File: src/rtl/seg7_pkg.sv
// -----------------------------------------------------------------------------
// seg7_pkg
// Shared definitions for the seven-segment scan driver:
//   SEG_A..SEG_G     bit positions of each segment in a 7-bit pattern (bit0=a)
//   SEG_OFF          all segments dark (internal, active-high)
//   MAX_DIGITS       largest digit count the scanner supports
//   hex_to_seg()     nibble -> active-high a..g pattern
//   params_ok()      parameter legality test used at elaboration
// -----------------------------------------------------------------------------
package seg7_pkg;

   localparam int SEG_A = 0;
   localparam int SEG_B = 1;
   localparam int SEG_C = 2;
   localparam int SEG_D = 3;
   localparam int SEG_E = 4;
   localparam int SEG_F = 5;
   localparam int SEG_G = 6;

   localparam logic [6:0] SEG_OFF    = 7'h00;
   localparam int         MAX_DIGITS = 8;

   // Per-segment truth tables: bit h is 1 when hex digit h lights that segment.
   // Together they give 0=3F 1=06 2=5B 3=4F 4=66 5=6D 6=7D 7=07
   //                    8=7F 9=6F A=77 b=7C C=39 d=5E E=79 F=71.
   localparam logic [15:0] ON_A = 16'hD7ED;
   localparam logic [15:0] ON_B = 16'h279F;
   localparam logic [15:0] ON_C = 16'h2FFB;
   localparam logic [15:0] ON_D = 16'h7B6D;
   localparam logic [15:0] ON_E = 16'hFD45;
   localparam logic [15:0] ON_F = 16'hDF71;
   localparam logic [15:0] ON_G = 16'hEF7C;

   function automatic logic [6:0] hex_to_seg(input logic [3:0] nib);
      logic [6:0] s;
      s        = SEG_OFF;
      s[SEG_A] = ON_A[nib];
      s[SEG_B] = ON_B[nib];
      s[SEG_C] = ON_C[nib];
      s[SEG_D] = ON_D[nib];
      s[SEG_E] = ON_E[nib];
      s[SEG_F] = ON_F[nib];
      s[SEG_G] = ON_G[nib];
      return s;
   endfunction

   function automatic bit params_ok(input int n_digits, input int clk_div,
                                    input int dead_cyc);
      return (n_digits >= 1) && (n_digits <= MAX_DIGITS) &&
             (clk_div >= 2) && (dead_cyc >= 0) && (dead_cyc < clk_div);
   endfunction

endpackage

File: src/rtl/seg7_scan_driver_if.sv
// -----------------------------------------------------------------------------
// seg7_scan_driver_if
// Bundles the user-side display request and the board-side display pins.
//   i_value   4*N_DIGITS hex nibbles, nibble k -> digit k (digit 0 = LSD)
//   i_dp      decimal-point request per digit
//   i_blank   force digit dark
//   i_lzs     leading-zero suppression enable
//   i_load    capture the four fields above into the pending register
//   o_seg     segments a..g (bit0=a), pin polarity
//   o_dp      decimal-point segment, pin polarity
//   o_digits  digit enables, pin polarity
//   o_frame   one-cycle pulse when the scan wraps to digit 0
// master = user datapath / bench, slave = the driver.
// -----------------------------------------------------------------------------
interface seg7_scan_driver_if #(
   parameter int N_DIGITS = 4
);
   logic [4*N_DIGITS-1:0] i_value;
   logic [N_DIGITS-1:0]   i_dp;
   logic [N_DIGITS-1:0]   i_blank;
   logic                  i_lzs;
   logic                  i_load;
   logic [6:0]            o_seg;
   logic                  o_dp;
   logic [N_DIGITS-1:0]   o_digits;
   logic                  o_frame;

   modport master (
      output i_value, i_dp, i_blank, i_lzs, i_load,
      input  o_seg, o_dp, o_digits, o_frame
   );

   modport slave (
      input  i_value, i_dp, i_blank, i_lzs, i_load,
      output o_seg, o_dp, o_digits, o_frame
   );
endinterface

File: src/rtl/seg7_tick_gen.sv
// -----------------------------------------------------------------------------
// seg7_tick_gen
// Free-running prescaler counting 0..DIV-1; o_tick is high while the count is
// DIV-1, after which the count returns to 0.
//   i_clock    system clock (rising edge)
//   i_reset_n  asynchronous active-low reset, count -> 0
//   o_count    current prescaler count
//   o_tick     slot-boundary strobe
// -----------------------------------------------------------------------------
module seg7_tick_gen #(
   parameter  int DIV = 25000,
   localparam int CW  = $clog2(DIV)
) (
   input  logic          i_clock,
   input  logic          i_reset_n,
   output logic [CW-1:0] o_count,
   output logic          o_tick
);

   assign o_tick = (o_count == CW'(DIV - 1));

   always_ff @(posedge i_clock or negedge i_reset_n) begin
      if (!i_reset_n) begin
         o_count <= '0;
      end else if (o_tick) begin
         o_count <= '0;
      end else begin
         o_count <= o_count + 1'b1;
      end
   end

endmodule

File: src/rtl/seg7_scan_driver.sv
// -----------------------------------------------------------------------------
// seg7_scan_driver
// Time-multiplexed N-digit seven-segment driver. Each digit owns a slot of
// CLK_DIV cycles; the first DEAD_CYC cycles of every slot keep all digits off
// to avoid ghosting. New display data is taken through a pending register and
// only copied to the shadow register at a frame start, so a frame never shows
// a mix of old and new values.
//   i_clock    system clock (rising edge)
//   i_reset_n  asynchronous active-low reset; all pins go inactive at once
//   bus        seg7_scan_driver_if.slave (request inputs, display pins)
// -----------------------------------------------------------------------------
module seg7_scan_driver
   import seg7_pkg::*;
#(
   parameter int N_DIGITS   = 4,
   parameter int CLK_DIV    = 25000,
   parameter int DEAD_CYC   = 2,
   parameter int ACTIVE_LOW = 1
) (
   input logic               i_clock,
   input logic               i_reset_n,
   seg7_scan_driver_if.slave bus
);

   localparam int              IW   = (N_DIGITS > 1) ? $clog2(N_DIGITS) : 1;
   localparam int              CW   = $clog2(CLK_DIV);
   localparam logic [IW-1:0]   LAST = IW'(N_DIGITS - 1);

   if (!params_ok(N_DIGITS, CLK_DIV, DEAD_CYC)) begin : g_bad_params
      $error("seg7_scan_driver: illegal N_DIGITS/CLK_DIV/DEAD_CYC");
   end

   logic [CW-1:0]         count;
   logic [CW-1:0]         count_nxt;
   logic                  tick;
   logic [IW-1:0]         idx;
   logic [IW-1:0]         idx_nxt;
   logic [IW-1:0]         slot_idx;
   logic                  frame_start;
   logic                  swap;
   logic                  scan_on;

   logic [4*N_DIGITS-1:0] pend_value, shad_value, src_value;
   logic [N_DIGITS-1:0]   pend_dp,    shad_dp,    src_dp;
   logic [N_DIGITS-1:0]   pend_blank, shad_blank, src_blank;
   logic                  pend_lzs,   shad_lzs,   src_lzs;
   logic                  pend_flag;

   logic [N_DIGITS-1:0]   dark;
   logic [6:0]            seg_nxt;
   logic                  dp_nxt;
   logic [N_DIGITS-1:0]   digits_nxt;

   logic [6:0]            seg_p1;
   logic                  dp_p1;
   logic [N_DIGITS-1:0]   digits_p1;
   logic                  frame_p1;

   seg7_tick_gen #(.DIV(CLK_DIV)) u_tick (
      .i_clock   (i_clock),
      .i_reset_n (i_reset_n),
      .o_count   (count),
      .o_tick    (tick)
   );

   assign count_nxt   = tick ? '0 : count + 1'b1;
   assign idx_nxt     = (idx == LAST) ? '0 : idx + 1'b1;
   assign slot_idx    = tick ? idx_nxt : idx;
   assign frame_start = tick && (idx == LAST);
   assign swap        = frame_start && pend_flag;

   // The pattern latched on a frame-start tick must already use the data that
   // the shadow takes on that same edge, otherwise digit 0 would lag a frame.
   assign src_value = swap ? pend_value : shad_value;
   assign src_dp    = swap ? pend_dp    : shad_dp;
   assign src_blank = swap ? pend_blank : shad_blank;
   assign src_lzs   = swap ? pend_lzs   : shad_lzs;

   // Walk from the top digit down; a digit is suppressed while every nibble
   // from it upwards is zero. Digit 0 is never suppressed.
   always_comb begin
      logic zero_above;
      zero_above = 1'b1;
      dark       = '0;
      for (int k = N_DIGITS - 1; k >= 0; k--) begin
         zero_above = zero_above && (src_value[4*k +: 4] == 4'h0);
         dark[k]    = src_blank[k] || (src_lzs && zero_above && (k != 0));
      end
   end

   always_comb begin
      seg_nxt    = hex_to_seg(src_value[4*slot_idx +: 4]);
      dp_nxt     = src_dp[slot_idx];
      if (dark[slot_idx]) begin
         seg_nxt = SEG_OFF;
         dp_nxt  = 1'b0;
      end
      // Enables stay off until the first tick after reset, then follow the
      // dead-time window of each slot.
      digits_nxt = '0;
      if ((scan_on || tick) && (count_nxt >= CW'(DEAD_CYC))) begin
         digits_nxt[slot_idx] = 1'b1;
      end
   end

   always_ff @(posedge i_clock or negedge i_reset_n) begin
      if (!i_reset_n) begin
         idx        <= LAST;
         scan_on    <= 1'b0;
         pend_flag  <= 1'b0;
         pend_value <= '0;
         pend_dp    <= '0;
         pend_blank <= '0;
         pend_lzs   <= 1'b0;
         shad_value <= '0;
         shad_dp    <= '0;
         shad_blank <= '0;
         shad_lzs   <= 1'b0;
      end else begin
         if (tick) begin
            idx     <= idx_nxt;
            scan_on <= 1'b1;
         end
         if (bus.i_load) begin
            pend_value <= bus.i_value;
            pend_dp    <= bus.i_dp;
            pend_blank <= bus.i_blank;
            pend_lzs   <= bus.i_lzs;
         end
         if (swap) begin
            shad_value <= pend_value;
            shad_dp    <= pend_dp;
            shad_blank <= pend_blank;
            shad_lzs   <= pend_lzs;
         end
         // A load on the swap edge refills pending, so the flag stays set.
         if (bus.i_load) begin
            pend_flag <= 1'b1;
         end else if (swap) begin
            pend_flag <= 1'b0;
         end
      end
   end

   // ---- output register stage (p1) ----
   always_ff @(posedge i_clock or negedge i_reset_n) begin
      if (!i_reset_n) begin
         seg_p1    <= SEG_OFF;
         dp_p1     <= 1'b0;
         digits_p1 <= '0;
         frame_p1  <= 1'b0;
      end else begin
         digits_p1 <= digits_nxt;
         frame_p1  <= frame_start;
         if (tick) begin
            seg_p1 <= seg_nxt;
            dp_p1  <= dp_nxt;
         end
      end
   end

   assign bus.o_seg    = (ACTIVE_LOW != 0) ? ~seg_p1    : seg_p1;
   assign bus.o_dp     = (ACTIVE_LOW != 0) ? ~dp_p1     : dp_p1;
   assign bus.o_digits = (ACTIVE_LOW != 0) ? ~digits_p1 : digits_p1;
   assign bus.o_frame  = frame_p1;

endmodule

File: src/flat_wrapper.sv
// flat-port wrapper written by rule: the top's interface ports become plain ports
module seg7_scan_driver_flat import seg7_pkg::*;
#(
   parameter int N_DIGITS   = 4,
   parameter int CLK_DIV    = 25000,
   parameter int DEAD_CYC   = 2,
   parameter int ACTIVE_LOW = 1
)
  (i_clock, i_reset_n, bus_i_value, bus_i_dp, bus_i_blank, bus_i_lzs, bus_i_load, bus_o_seg, bus_o_dp, bus_o_digits, bus_o_frame);
  seg7_scan_driver_if #(.N_DIGITS(N_DIGITS)) bus_i ();
  input logic i_clock;
  input logic i_reset_n;
  input wire logic [$bits(bus_i.i_value)-1:0] bus_i_value;
  input wire logic [$bits(bus_i.i_dp)-1:0] bus_i_dp;
  input wire logic [$bits(bus_i.i_blank)-1:0] bus_i_blank;
  input wire logic [$bits(bus_i.i_lzs)-1:0] bus_i_lzs;
  input wire logic [$bits(bus_i.i_load)-1:0] bus_i_load;
  output wire logic [$bits(bus_i.o_seg)-1:0] bus_o_seg;
  output wire logic [$bits(bus_i.o_dp)-1:0] bus_o_dp;
  output wire logic [$bits(bus_i.o_digits)-1:0] bus_o_digits;
  output wire logic [$bits(bus_i.o_frame)-1:0] bus_o_frame;
  assign bus_i.i_value = bus_i_value;
  assign bus_i.i_dp = bus_i_dp;
  assign bus_i.i_blank = bus_i_blank;
  assign bus_i.i_lzs = bus_i_lzs;
  assign bus_i.i_load = bus_i_load;
  assign bus_o_seg = bus_i.o_seg;
  assign bus_o_dp = bus_i.o_dp;
  assign bus_o_digits = bus_i.o_digits;
  assign bus_o_frame = bus_i.o_frame;
  seg7_scan_driver #(.N_DIGITS(N_DIGITS), .CLK_DIV(CLK_DIV), .DEAD_CYC(DEAD_CYC), .ACTIVE_LOW(ACTIVE_LOW)) u_core (.i_clock(i_clock), .i_reset_n(i_reset_n), .bus(bus_i));
endmodule
File: config.mk
export PLATFORM = sky130hd
export DESIGN_NAME = seg7_scan_driver_flat
export DESIGN_NICKNAME = d
export VERILOG_FILES = /design/src/rtl/seg7_pkg.sv /design/src/rtl/seg7_scan_driver_if.sv /design/src/rtl/seg7_tick_gen.sv /design/src/rtl/seg7_scan_driver.sv /design/src/flat_wrapper.sv
export SDC_FILE = /design/constraint.sdc
export NUM_CORES = 1
export LEC_CHECK = 0
export ABC_AREA = 1
export CAP_MARGIN = 20
export CORE_ASPECT_RATIO = 1.75
export CORE_MARGIN = 2
export CORE_UTILIZATION = 30
export DETAILED_ROUTE_END_ITERATION = 6
export SYNTH_ARGS = -nofsm -noshare
export SYNTH_HDL_FRONTEND = slang
export SYNTH_HIERARCHICAL = 1
export SYNTH_SLANG_ARGS = --single-unit
export TNS_END_PERCENT = 50
File: constraint.sdc
create_clock -name i_clock -period 6.4 [get_ports i_clock]
set_input_delay 0.64 -clock i_clock [delete_from_list [all_inputs] [get_ports i_clock]]
set_output_delay 0.64 -clock i_clock [all_outputs]
set_load 0.01 [all_outputs]
; ---- Word level (Yosys, flattened, before mapping)
; Memories as Yosys holds them, arrays and structs flattened.
; Cells that the tools add are included.
[totals]
regBits = 82
latch_bits = 0
ram_bits = 0
romBits = 112
in_bits = 28
output_inout_bits = 13
wordCells = 77
memories = 7
[op_classes]
n_addsub = 2
n_mul = 0
div = 0
order_cmp = 4
n_eq_ne = 2
n_shift = 1
mux = 25
n_bitwise = 3
reduce_logical = 17
[mem_list]
columns = name, depth, width, read_ports, rd_clocked_by_memory_dff, wr, line_no
row1 = (no name shown), 16, 1, 1, 0, 0, seg7_pkg.sv:37  ; s[SEG_A] = ON_A[nib];
row2 = (no name shown), 16, 1, 1, 0, 0, seg7_pkg.sv:38  ; s[SEG_B] = ON_B[nib];
row3 = (no name shown), 16, 1, 1, 0, 0, seg7_pkg.sv:39  ; s[SEG_C] = ON_C[nib];
row4 = (no name shown), 16, 1, 1, 0, 0, seg7_pkg.sv:40  ; s[SEG_D] = ON_D[nib];
row5 = (no name shown), 16, 1, 1, 0, 0, seg7_pkg.sv:41  ; s[SEG_E] = ON_E[nib];
row6 = (no name shown), 16, 1, 1, 0, 0, seg7_pkg.sv:42  ; s[SEG_F] = ON_F[nib];
row7 = 1 more memories, -, -, -, -, -, -
[op_table]
columns = operator, n
row1 = $mux 16, 1
row2 = $shiftx 16x5->4, 1
row3 = $add 15x1->15 const B, 1
row4 = $eq 15x15->1 const B, 1
row5 = $ge 15x2->1 const B, 1
row6 = $mux 15, 1
row7 = $mux 1, 14
row8 = $logic_not 4->1, 3
row9 = $mux 4, 3
row10 = $logic_and 1x1->1, 9
row11 = $mux 7, 1
row12 = $not 7->7, 1
row13 = $lt 4x5->1 const B, 1
row14 = $bmux 1 s2, 2
row15 = $logic_or 1x1->1, 4
row16 = $mux 2, 2
row17 = $not 4->4, 1
row18 = $lt 2x3->1 const B, 1
row19 = $add 2x1->2 const B, 1
row20 = $demux 1 s2, 1
row21 = $eq 2x2->1 const B, 1
row22 = $ge 2x1->1 const B, 1
row23 = $reduce_bool 2->1, 1
row24 = $not 1->1, 1

; ---- Depth between registers and ports, before layout
; Gate-level depths: netlist (run 1).
[depth]
depth_word = 12
mapped_depth = 22
depth_no_buf = 20

; ---- Hierarchy
; Netlist (run 1), hierarchy kept.
[by_module_without_submodules]
columns = module, n_inst, cells_each, area_each_um2
row1 = seg7_scan_driver, 1, 535, 3865.0
row2 = seg7_tick_gen, 1, 129, 899.6

; ---- Worst setup path before layout (run 1)
; No wires, ideal clock.
[synth_path]
path_kind = register -> register
start = register u_core.u_tick.o_count[0]
end = register u_core.seg_p1[1]
t_arrival_ns = 2.489
t_required_ns = 6.282
path_slack_ns = 3.794
path_stages_with_launch = 23
path_buffers = 2
synth_period_minus_slack_ns = 2.606
path_cell_list = dfrtp_1 > ha_1 > nand3_1 > nor2_1 > nand3_1 > inv_1 > buf_4 > inv_2 > buf_6 > nand2_1 > nand2_2 > nand2_2 > nor2_1 > nor2_1 > nand2_1 > inv_1 > ha_1 > inv_1 > nand2_1 > nand2_1 > nand2_1 > nand3_1 > nand2_1
[synth_via]
elab_chain_cells = 12
elab_cells_between_ends = 24
classes_between = eq/ne: 1 / shift: 1 / mux: 8 / reduce/logical: 13 / memory: 1
[synth_rtl]
columns = item, line_no
row1 = "start, declared", seg7_tick_gen.sv:16  ; output logic [CW-1:0] o_count,
row2 = "start signal, assigned", seg7_tick_gen.sv:28  ; o_count <= o_count + 1'b1;
row3 = $eq 15x15->1 *, seg7_tick_gen.sv:20  ; assign o_tick = (o_count == CW'(DIV - 1));
row4 = named net u_core.tick, seg7_scan_driver.sv:35  ; logic tick;
row5 = branches (longest 11 deep; another with $mem_v2 16x1), -
row6 = "end signal, assigned", seg7_scan_driver.sv:156  ; seg_p1 <= seg_nxt;
row7 = "end, declared", seg7_scan_driver.sv:54  ; logic [6:0] seg_p1;
; Mark *: on every way through the listed nets, which the timed path passes. The select of a mux whose other input is x is not followed.
; A chain may end at the register's enable or synchronous reset.

; ---- Worst setup path in the final report (run 1)
[layout_path]
start = register u_core.u_tick.o_count[0]
end = register u_core.seg_p1[3]
[layout_via]
elab_cells_between_ends = 24
classes_between = eq/ne: 1 / shift: 1 / mux: 8 / reduce/logical: 13 / memory: 1
[layout_lines]
columns = item, line_no
row1 = $eq 15x15->1 *, seg7_tick_gen.sv:20
row2 = named net u_core.tick, seg7_scan_driver.sv:35
row3 = $logic_and 1x1->1 *, seg7_scan_driver.sv:69  ; assign frame_start = tick && (idx == LAST);
row4 = $logic_and 1x1->1 *, seg7_scan_driver.sv:70  ; assign swap = frame_start && pend_flag;
row5 = $mux 16 *, seg7_scan_driver.sv:74  ; assign src_value = swap ? pend_value : shad_value;
row6 = named net u_core.src_value[5], seg7_scan_driver.sv:43  ; logic [4*N_DIGITS-1:0] pend_value, shad_value, src_value;
row7 = branches (longest 6 deep; another with $mem_v2 16x1), -
row8 = $mux 7 *, seg7_scan_driver.sv:94  ; if (dark[slot_idx]) begin
; Marked as above.

==> results of run 1 <==
==> metrics by stage <==
| stage | area, um^2 | power, mW | util, % |
|---|---|---|---|
| floorplan | 4765 | 0.5644 | - |
| global placement | 5314 | 0.5984 | 33.80 |
| detailed placement | 5314 | 0.5991 | 33.80 |
| CTS | 5624 | 1.137 | 35.77 |
| global route | 5624 | 1.167 | 35.77 |
| finish | 5624 | 1.121 | 35.77 |
==> flip-flops by register name, indices dropped and copies added (netlist names) <==
name,count
u_core/pend_value,16
u_core/shad_value,16
u_core/u_tick/o_count,15
u_core/seg_p1,7
u_core/digits_p1,4
u_core/pend_blank,4
u_core/pend_dp,4
u_core/shad_blank,4
u_core/shad_dp,4
u_core/idx,2
u_core/bus.o_frame,1
u_core/dp_p1,1
u_core/pend_flag,1
u_core/pend_lzs,1
u_core/scan_on,1
u_core/shad_lzs,1
==> layer usage <==
metal  vias to the layer above  GRT usage [%]  routed length [um]
met1                      1886          15.20                4482
met5                         -              0                   0
met4                         0          9.232                 558
met2                        86          26.03                6078
li1                       2136              -                   -
met3                        29          2.124                 272
==> synth_stat cells, types with 3 or more instances <==
cell type	number	area, um^2
nor2_2	9	56.30
buf_4	3	22.52
nor2_4	4	45.04
xor2_1	4	35.03
nand3_2	3	30.03
nand4_1	19	118.9
nor2_1	68	255.2
o21ai_1	18	90.09
nand2_2	20	125.1
nor3_1	7	35.03
o21bai_1	3	22.52
o21ai_0	19	95.09
ha_1	8	100.1
buf_2	5	25.02
nand2_1	210	788.3
o21ai_2	5	43.79
buf_6	4	45.04
or2_1	4	25.02
inv_1	90	337.8
clkbuf_1	6	22.52
nand3_1	54	270.3
inv_2	7	26.28
dfrtp_1	80	2002
==> report_power, final <==
group          total (mW)  switching (mW)  internal (mW)
clock               0.534           0.218          0.316
combinational      0.0482          0.0269         0.0213
sequential          0.539         0.00652          0.532
total                1.12           0.251          0.870
==> critical path, delay by kind of cell, from the launching register on <==
kind                     cells  cell delay [ns]
AO/OA/AOI/OAI                2             0.38
adder cells (fa/ha/maj)      2             0.53
buffers and inverters        5             0.88
flip-flops                   1             0.43
AND/OR/NAND/NOR             10             1.08
==> final cells by class <==
cell class              instances  area, um^2
clock inverters                 6       71.32
repair buffers                 44       427.9
clock buffers                  10       239.0
fillers                      1675       10100
inverters                      97       364.1
multi-input cells             467        2231
well taps                     189       236.5
flip-flops and latches         82        2054
==> final timing paths <==
path | to | slack [ns]
max reg2reg | u_core/seg_p1[3] | 3.01
min in group i_clock | u_core/scan_on | 0.47
min reg2reg | u_core/scan_on | 0.47
max in group asynchronous | u_core/seg_p1[2] | 5.17
max | u_core/seg_p1[3] | 3.01
min | u_core/pend_value[13] | 0.17
==> kinds of logic after synthesis <==
| kind of cell | after synthesis | share of synthesized area (%) |
|---|---|---|
| adders and majority gates | 8 | 2.101 |
| AOI/OAI and AO/OA | 51 | 6.066 |
| xor gates and xnor gates | 4 | 0.7352 |
| and+or+nand+nor | 404 | 37.92 |
| DFF | 82 | 43.12 |
| buffers and inverters | 115 | 10.06 |
==> out/metrics.cfg, run 1 <==
[flow_run]
cap_violations = 0

[place]
hpwl_um = 8819
dp_cells = 879
portBuffers = 40
place_ws_ns = 3.051
finalWeightedCongestion = 0.8656

[clocking]
clkSlewWorstSetupHoldPaths_ns = 0.06
clockBufferDepth = 2
cts_setup_buffers = 0
clk_latency_ns = 0.34
cts.repair.resized = 0
root_buffer = clkbuf_16
cts_tree = built
clkSinkCount = 82
cts_max_level = 3
numCtsBuffers = 9
cts_hold_buf = 0

[run_status]
outcome = finished clean

[pwr]
max-vdd-ir-drop_v = 0.00009394
leakage_nw = 2.885
p_per_area_nw_per_um2 = 199.3

[cells_and_area]
layout.cells.most_common = nand2_1
diodes = 0
drive_gt1_share_pct = 10.76
layout_common_cells = nand2_1 (210), inv_1 (90), dfrtp_1 (80), nor2_1 (68), nand3_1 (54)
area_growth_pct = 18.04
layoutNonFillerInstCount = 895
layout.nets = 737

[sta]
drv_slew = 0
setup_viol = 0
grt_setup_unrepaired = false
slew_headroom_pct = 48.28
timing.hold.ws_ns = 0.1682
finalSetupTns_ns = 0
fin_skew_ns = 0.008407
worst_pin_slew_ns = 0.7758
period_share_pct = 52.98
fin_ws_ns = 3.009
fmax_ghz = 0.2949
finalCriticalPeriod_ns = 3.391
finalHoldViolCount = 0

[worst_setup_path]
arrival_ns = 3.66
critPathLaunch = u_core/u_tick/o_count[0]
r2r_cells = 19
cp-start-kind = register
cp_cell_sequence = ha_1 -> nand3_1 -> nor2_1 -> nand3_1 -> inv_1 -> buf_4 -> nand3_2 -> buf_4 -> o21ai_1 -> nor2_1 -> nor2_1 -> nand2_1 -> inv_1 -> ha_1 -> inv_1 -> nand2_1 -> nand3_1 -> nand2_1 -> o21bai_1
critPathKind = register to register
cpPeakStageDelay_ns = 0.43
reg2reg_from = u_core/u_tick/o_count[0]
cp.required_ns = 6.67
cp_max_fo = 42
slowest_stage = dfrtp_1
endpoint_kind = register

[die]
die_h_um = 170.7
fp-row-count = 61
die_area_um2 = 16950
die_w_um = 99.27
start_util_pct = 30.30
core_area_um2 = 15720
ios = 41

[detailed_routing]
route.detailed.drc = 0
drtPass1Iterations = 5
num_vias = 4137
via_per_inst = 4.622
antenna_left = 0
finalWirelength_um = 11390
drt_iter0_markers = 198
wire_per_inst_um = 12.73

[grt]
grt_pass1_wl_um = 19330
track_usage_pct = 14.34
grt_overflow = 0
first_global_vias = 4152
antenna_found_initial = 0
grt_max_degree = 64

[worst_hold_path]
hold_path_class = input port to asynchronous set/reset pin

[synth]
netlist_area_um2 = 4765
syn_inst = 664
ys_ff_latch = 82
synth_ff_type = dfrtp_1
mappedNetlistNets = 700
yosys_warnings = 6
yosysUniqueCellTypes = 33
seq_area_frac_synth_pct = 43.12
syn_avg_cell_area_um2 = 7.176
synth-edff-count = 0
synthArstFlopShare_pct = 100.0

No activity file was read; power rests on OpenSTA's default activity.
==> run 2, diff against run 1 <==
==> constraint.sdc (replaced) <==
create_clock -name i_clock -period 3.5 [get_ports i_clock]
set_input_delay 0.35 -clock i_clock [delete_from_list [all_inputs] [get_ports i_clock]]
set_output_delay 0.35 -clock i_clock [all_outputs]
set_load 0.01 [all_outputs]
==> run 2 against run 1 <==
  * Critical path depth did not move
  * Final area grew 1.2%
  * Die area is the same
  * Flip-flop and latch count did not move
  * Largest cell class unchanged
  * Clock skew is 0.0029 ns higher
  * Final cell count up 1.0%
  * Clock-buffer cell count grew 1
  * Sequential power rose by 83%
  * Register-to-register slack worse by 2.6 ns
  * Largest power group unchanged
  * Wire length is 2.2% higher
  * First-iteration DRC count is 17% lower
==> out/metrics.cfg, run 2 (synthesis gave the netlist of run 1 again) <==
[worst_setup_path]
cpPeakStageDelay_ns = 0.44  ; about the same
path_buf_inv = 4  ; -1
cp_cell_sequence = ha_1 -> nand3_1 -> nor2_1 -> nand3_1 -> inv_1 -> inv_2 -> nand2_2 -> nand2_2 -> nand2_2 -> nor2_1 -> nor2_1 -> nand2_1 -> inv_1 -> ha_1 -> inv_1 -> nand2_1 -> nand3_1 -> nand2_1 -> o21bai_1
slowest_stage = dfrtp_1
reg2reg_from = u_core/u_tick/o_count[0]
cp.required_ns = 3.77  ; -2.90 ns
critPathTopFamily = simple AND/OR/NAND/NOR gates
critPathKind = register to register
endpoint_kind = register
r2r-end = u_core/seg_p1[3]
cp-start-kind = register
cp_max_fo = 20  ; -52%
r2r_cells = 19  ; unchanged
reg2reg_slack_ns = 0.40  ; -2.61 ns
arrival_ns = 3.37  ; -0.29 ns

[die]
die_h_um = 170.7  ; unchanged
ios = 41  ; unchanged
fp-row-count = 61  ; unchanged
core_area_um2 = 15720  ; unchanged
die_area_um2 = 16950  ; unchanged
die_w_um = 99.27  ; unchanged
start_util_pct = 30.30  ; unchanged

[cells_and_area]
layoutNonFillerInstCount = 904  ; +1.0%
area_growth_pct = 19.51
drive_gt1_share_pct = 11.89  ; +1.1 points
reg_top3 = u_core/pend_value (16), u_core/shad_value (16), u_core/u_tick/o_count (15)
layout_common_cells = nand2_1 (210), inv_1 (90), dfrtp_1 (80), nor2_1 (68), nand3_1 (54)
layout.cells.most_common = nand2_1
layout.nets = 746  ; +1.2%
diodes = 0  ; unchanged
fillers = 1682  ; +0.42%

[flow_run]
cap_violations = 0  ; unchanged

[detailed_routing]
finalWirelength_um = 11640  ; +2.2%
via_per_inst = 4.638  ; +0.34%
drt_iter0_markers = 164  ; -17%
wire_per_inst_um = 12.88  ; +1.2%
antenna_left = 0  ; unchanged
route.detailed.drc = 0  ; unchanged
drtPass1Iterations = 5  ; unchanged
num_vias = 4193  ; +1.4%

[clocking]
root_buffer = clkbuf_16
cts.repair.resized = 0  ; unchanged
cts_setup_buffers = 0  ; unchanged
clkSinkCount = 82  ; unchanged
clockBufferDepth = 2  ; unchanged
clk_latency_ns = 0.35  ; about the same
clkSlewWorstSetupHoldPaths_ns = 0.07  ; about the same
cts_max_level = 3  ; unchanged
numCtsBuffers = 9  ; unchanged
cts_tree = built
cts_hold_buf = 0  ; unchanged

[sta]
fin_skew_ns = 0.01133  ; +0.002922 ns
fin_ws_ns = 0.3959  ; -2.614 ns
finalCriticalPeriod_ns = 3.104  ; -0.2864 ns
slew_headroom_pct = 37.68  ; -11 points
fmax_ghz = 0.3222  ; +9.2%
drv_slew = 0  ; unchanged
worst_pin_slew_ns = 0.9348  ; +0.1589 ns
grt_setup_unrepaired = false
period_share_pct = 88.69  ; +36 points
finalSetupTns_ns = 0  ; unchanged
finalHoldViolCount = 0  ; unchanged
setup_viol = 0  ; unchanged

[grt]
met1_usage_pct = 16.23  ; +1.0 points
grt_pass1_wl_um = 20080  ; +3.9%
grt.busiest_layer = met2
grt_overflow = 0  ; unchanged
grt_use_met3_pct = 2.900  ; +0.78 points
track_usage_pct = 15.05  ; +0.71 points
antenna_found_initial = 0  ; unchanged
grt_max_degree = 75  ; +17%
first_global_vias = 4183  ; +0.75%
use_met2_pct = 26.79  ; +0.76 points

[pwr]
leakage_nw = 2.937  ; +1.8%
p_per_area_nw_per_um2 = 360.7  ; +81%
max-vdd-ir-drop_v = 0.0001855  ; +97%

[place]
finalWeightedCongestion = 0.8922  ; +3.1%
hpwl_um = 8889  ; +0.80%
place_ws_ns = 0.4257  ; -2.625 ns
portBuffers = 40  ; unchanged
dp_cells = 888  ; +1.0%

[worst_hold_path]
hold_path_class = input port to asynchronous set/reset pin

[run_status]
outcome = finished clean

run 2: changes by cell type in the layout (fill, tap and decap cells not counted):
cell / change
clkinvlp_4: -1
buf_4: +9
clkinv_4: -1
clkbuf_8: +1
clkinv_2: +1
run 2: power breakdown:
group | switching [mW] | internal (mW)
sequential | 0.0118 | 0.974
combinational | 0.0495 | 0.0388
clock | 0.385 | 0.595
run 2: layout make-up:
type / instances / area (um^2) / area share [%]
clock buffers: 11 / 252.7 / 4.439
clock inverters: 5 / 60.06 / 1.055
inverters: 97 / 364.1 / 6.394
multi-input cells: 467 / 2231 / 39.18
flip-flops and latches: 82 / 2054 / 36.08
well taps: 189 / 236.5 / 4.153
repair buffers: 53 / 495.5 / 8.701
run 2: worst register-to-register path, cell delays in order (launching register included):
cell	delay (ns)
dfrtp_1	0.44
ha_1	0.30
nand3_1	0.11
nor2_1	0.04
nand3_1	0.11
inv_1	0.13
inv_2	0.30
nand2_2	0.15
nand2_2	0.24
nand2_2	0.17
nor2_1	0.13
nor2_1	0.04
nand2_1	0.13
inv_1	0.10
ha_1	0.28
inv_1	0.05
nand2_1	0.06
nand3_1	0.07
nand2_1	0.06
o21bai_1	0.13
run 2: metal layers:
| metal | wire length, um | up-vias |
|---|---|---|
| met3 | 393 | 39 |
| met2 | 6171 | 101 |
| met5 | 0 | - |
| li1 | - | 2161 |
| met4 | 605 | 0 |
| met1 | 4470 | 1892 |
run 2: how the worst max path moves through the flow:
stage | to | from | cells past startpoint
floorplan | u_core/seg_p1[1] | u_core/u_tick/o_count[0] | 22
global placement | u_core/seg_p1[1] | u_core/u_tick/o_count[0] | 18
detailed placement | u_core/seg_p1[3] | u_core/u_tick/o_count[0] | 17
CTS | u_core/seg_p1[3] | u_core/u_tick/o_count[0] | 19
global route | u_core/seg_p1[3] | u_core/u_tick/o_count[0] | 17
finish | u_core/seg_p1[3] | u_core/u_tick/o_count[0] | 19
run 2: stage by stage:
step                      util, %  hold WS, ns  total power, mW  instance area [um^2]
after detailed placement    34.23       0.4423            1.095                  5381
final                       36.22       0.1346            2.054                  5694
after floorplan                 -      0.05441            1.032                  4765
after CTS                   36.22       0.1882            2.093                  5694
after global routing        36.22       0.2173            2.157                  5694
after global placement      34.23       0.4390            1.094                  5381
==> run 3, diff against run 2 <==
--- a/config.mk
+++ b/config.mk
@@ -8,8 +8,9 @@
 export ABC_AREA = 1
 export CAP_MARGIN = 20
 export CORE_ASPECT_RATIO = 1.75
-export CORE_MARGIN = 2
+export CORE_MARGIN = 4
 export CORE_UTILIZATION = 30
+export CTS_CLUSTER_SIZE = 12
 export DETAILED_ROUTE_END_ITERATION = 6
 export SYNTH_ARGS = -nofsm -noshare
 export SYNTH_HDL_FRONTEND = slang
==> run 3 against run 2 <==
  * First-iteration DRC count increased by 13%
  * Flip-flop and latch count unchanged
  * Sequential power is essentially flat
  * Hold slack got worse by 0.0073 ns
==> out/metrics.cfg, run 3 (synthesis gave the netlist of run 1 again) <==
[run_status]
outcome = finished clean

[grt]
antenna_found_initial = 0  ; unchanged
grt_pass1_wl_um = 19730  ; -1.7%
grt_overflow = 0  ; unchanged
grt_max_degree = 75  ; unchanged
track_usage_pct = 13.82  ; -1.2 points
first_global_vias = 4120  ; -1.5%

[worst_setup_path]
r2r_cells = 20  ; +1
reg2reg_from = u_core/u_tick/o_count[0]
cp_cell_sequence = ha_1 -> nand3_1 -> nor2_1 -> nand3_1 -> inv_2 -> inv_2 -> nand2_2 -> nand2_2 -> nand2_2 -> nor2_1 -> nor2_1 -> nand2_1 -> inv_1 -> ha_1 -> inv_1 -> nand2_1 -> nand2_1 -> nand2_1 -> nand3_1 -> nand2_1
slowest_stage = dfrtp_1
critPathKind = register to register
cp.required_ns = 3.73  ; -0.04 ns
path_buf_inv = 4  ; unchanged
critPathTopFamily = simple AND/OR/NAND/NOR gates
crit_path_frequent_cell = nand2_1
cpPeakStageDelay_ns = 0.44  ; about the same
cp_max_fo = 20  ; unchanged
arrival_ns = 3.37  ; about the same
endpoint_kind = register
r2r-end = u_core/seg_p1[1]
reg2reg_slack_ns = 0.36  ; -0.04 ns
cp-start-kind = register

[clocking]
clockBufferDepth = 2  ; unchanged
cts_tree = built
clk_latency_ns = 0.34  ; about the same
numCtsBuffers = 9  ; unchanged
root_buffer = clkbuf_16
cts_max_level = 3  ; unchanged
clkSlewWorstSetupHoldPaths_ns = 0.06  ; about the same
clkSinkCount = 82  ; unchanged
cts_setup_buffers = 0  ; unchanged

[detailed_routing]
via_per_inst = 4.574  ; -1.4%
antenna_left = 0  ; unchanged
drtPass1Iterations = 4  ; -1
finalWirelength_um = 11530  ; -0.95%
drt_iter0_markers = 186  ; +13%
route.detailed.drc = 0  ; unchanged
wire_per_inst_um = 12.77  ; -0.84%
num_vias = 4130  ; -1.5%

[cells_and_area]
drive_gt1_share_pct = 11.99  ; +0.11 points
layout.nets = 748  ; +0.27%
layout.cells.most_common = nand2_1
fillers = 1647  ; -2.1%
area_growth_pct = 19.88
diodes = 0  ; unchanged
seq_area_um2 = 2054  ; unchanged
reg_top3 = u_core/pend_value (16), u_core/shad_value (16), u_core/u_tick/o_count (15)
multi_input_area_um2 = 2238  ; +0.34%
layout_common_cells = nand2_1 (210), inv_1 (89), dfrtp_1 (80), nor2_1 (68), nand3_1 (54)
fin_area_um2 = 5712  ; +0.31%

[sta]
slew_headroom_pct = 36.11  ; -1.6 points
worst_pin_slew_ns = 0.9583  ; +0.02352 ns
grt_setup_unrepaired = false
setup_viol = 0  ; unchanged
period_share_pct = 89.81  ; +1.1 points
fin_skew_ns = 0.009181  ; -0.002148 ns
finalHoldViolCount = 0  ; unchanged
finalCriticalPeriod_ns = 3.143  ; +0.03925 ns
finalSetupTns_ns = 0  ; unchanged
fin_ws_ns = 0.3566  ; -0.03925 ns
fmax_ghz = 0.3181  ; -1.2%
drv_slew = 0  ; unchanged

[place]
finalWeightedCongestion = 0.9010  ; +0.99%
hpwl_um = 8904  ; +0.17%
place_ws_ns = 0.2867  ; -0.1390 ns
placed_cell_area_um2 = 5393  ; +0.21%
portBuffers = 40  ; unchanged

[pwr]
max-vdd-ir-drop_v = 0.0001969  ; +6.1%
leakage_nw = 2.947  ; +0.32%
p_per_area_nw_per_um2 = 361.8  ; +0.29%

[worst_hold_path]
hold_path_class = input port to asynchronous set/reset pin

[die]
ios = 41  ; unchanged
die_area_um2 = 18040  ; +6.5%
start_util_pct = 30.81  ; +0.51 points
die_w_um = 103.3  ; +4.0%
die_h_um = 174.7  ; +2.3%
core_area_um2 = 15460  ; -1.6%
fp-row-count = 60  ; -1.6%

[flow_run]
cap_violations = 0  ; unchanged

run 3: worst register-to-register path: cells and delay by family, from the launching register on:
kind                     cells  cell delay [ns]
adder cells (fa/ha/maj)      2             0.59
buffers and inverters        4             0.56
flip-flops                   1             0.44
AND/OR/NAND/NOR             14             1.45
run 3: cell type report:
cell class / count / area share (%)
clock buffers: 11 / 4.074
clock inverters: 5 / 1.380
inverters: 97 / 6.375
multi-input cells: 467 / 39.19
flip-flops and latches: 82 / 35.97
well taps: 186 / 4.074
repair buffers: 55 / 8.938
run 3: worst max path at each step:
stage,startpoint,to,slack [ns],cells after the start
2_1_floorplan,u_core/u_tick/o_count[0],u_core/seg_p1[1],0.89,22
3_3_place_gp,u_core/u_tick/o_count[0],u_core/seg_p1[1],0.35,20
3_5_place_dp,u_core/u_tick/o_count[0],u_core/seg_p1[1],0.29,20
4_1_cts,u_core/u_tick/o_count[0],u_core/seg_p1[1],0.26,20
5_1_grt,u_core/u_tick/o_count[0],u_core/seg_p1[1],0.01,20
6_report,u_core/u_tick/o_count[0],u_core/seg_p1[1],0.36,20
run 3: per-stage QoR:
stage	power [mW]	util (%)	hold slack, ns	std cells
after CTS	2.102	36.89	0.2005	903
after global placement	1.094	34.87	0.4350	887
after detailed placement	1.096	34.87	0.4454	887
after global routing	2.157	36.93	0.2180	903
final	2.066	36.93	0.1274	903
after floorplan	1.032	-	0.05441	664
run 3: what timing repair did:
item                       4_1_cts  5_1_grt
hold buffers                     0        0
setup endpoints to repair        0        5
resized for setup                0        2
run 3: metal layers:
layer	global-route usage, %	wire length [um]
met4	5.619	305
met5	0	0
met2	25.16	6375
met1	15.64	4599
met3	1.958	249
run 3: power by group:
group          total, mW  switching (mW)  internal [mW]
sequential         0.985          0.0113          0.974
clock              0.992           0.368          0.624
combinational     0.0890          0.0502         0.0388
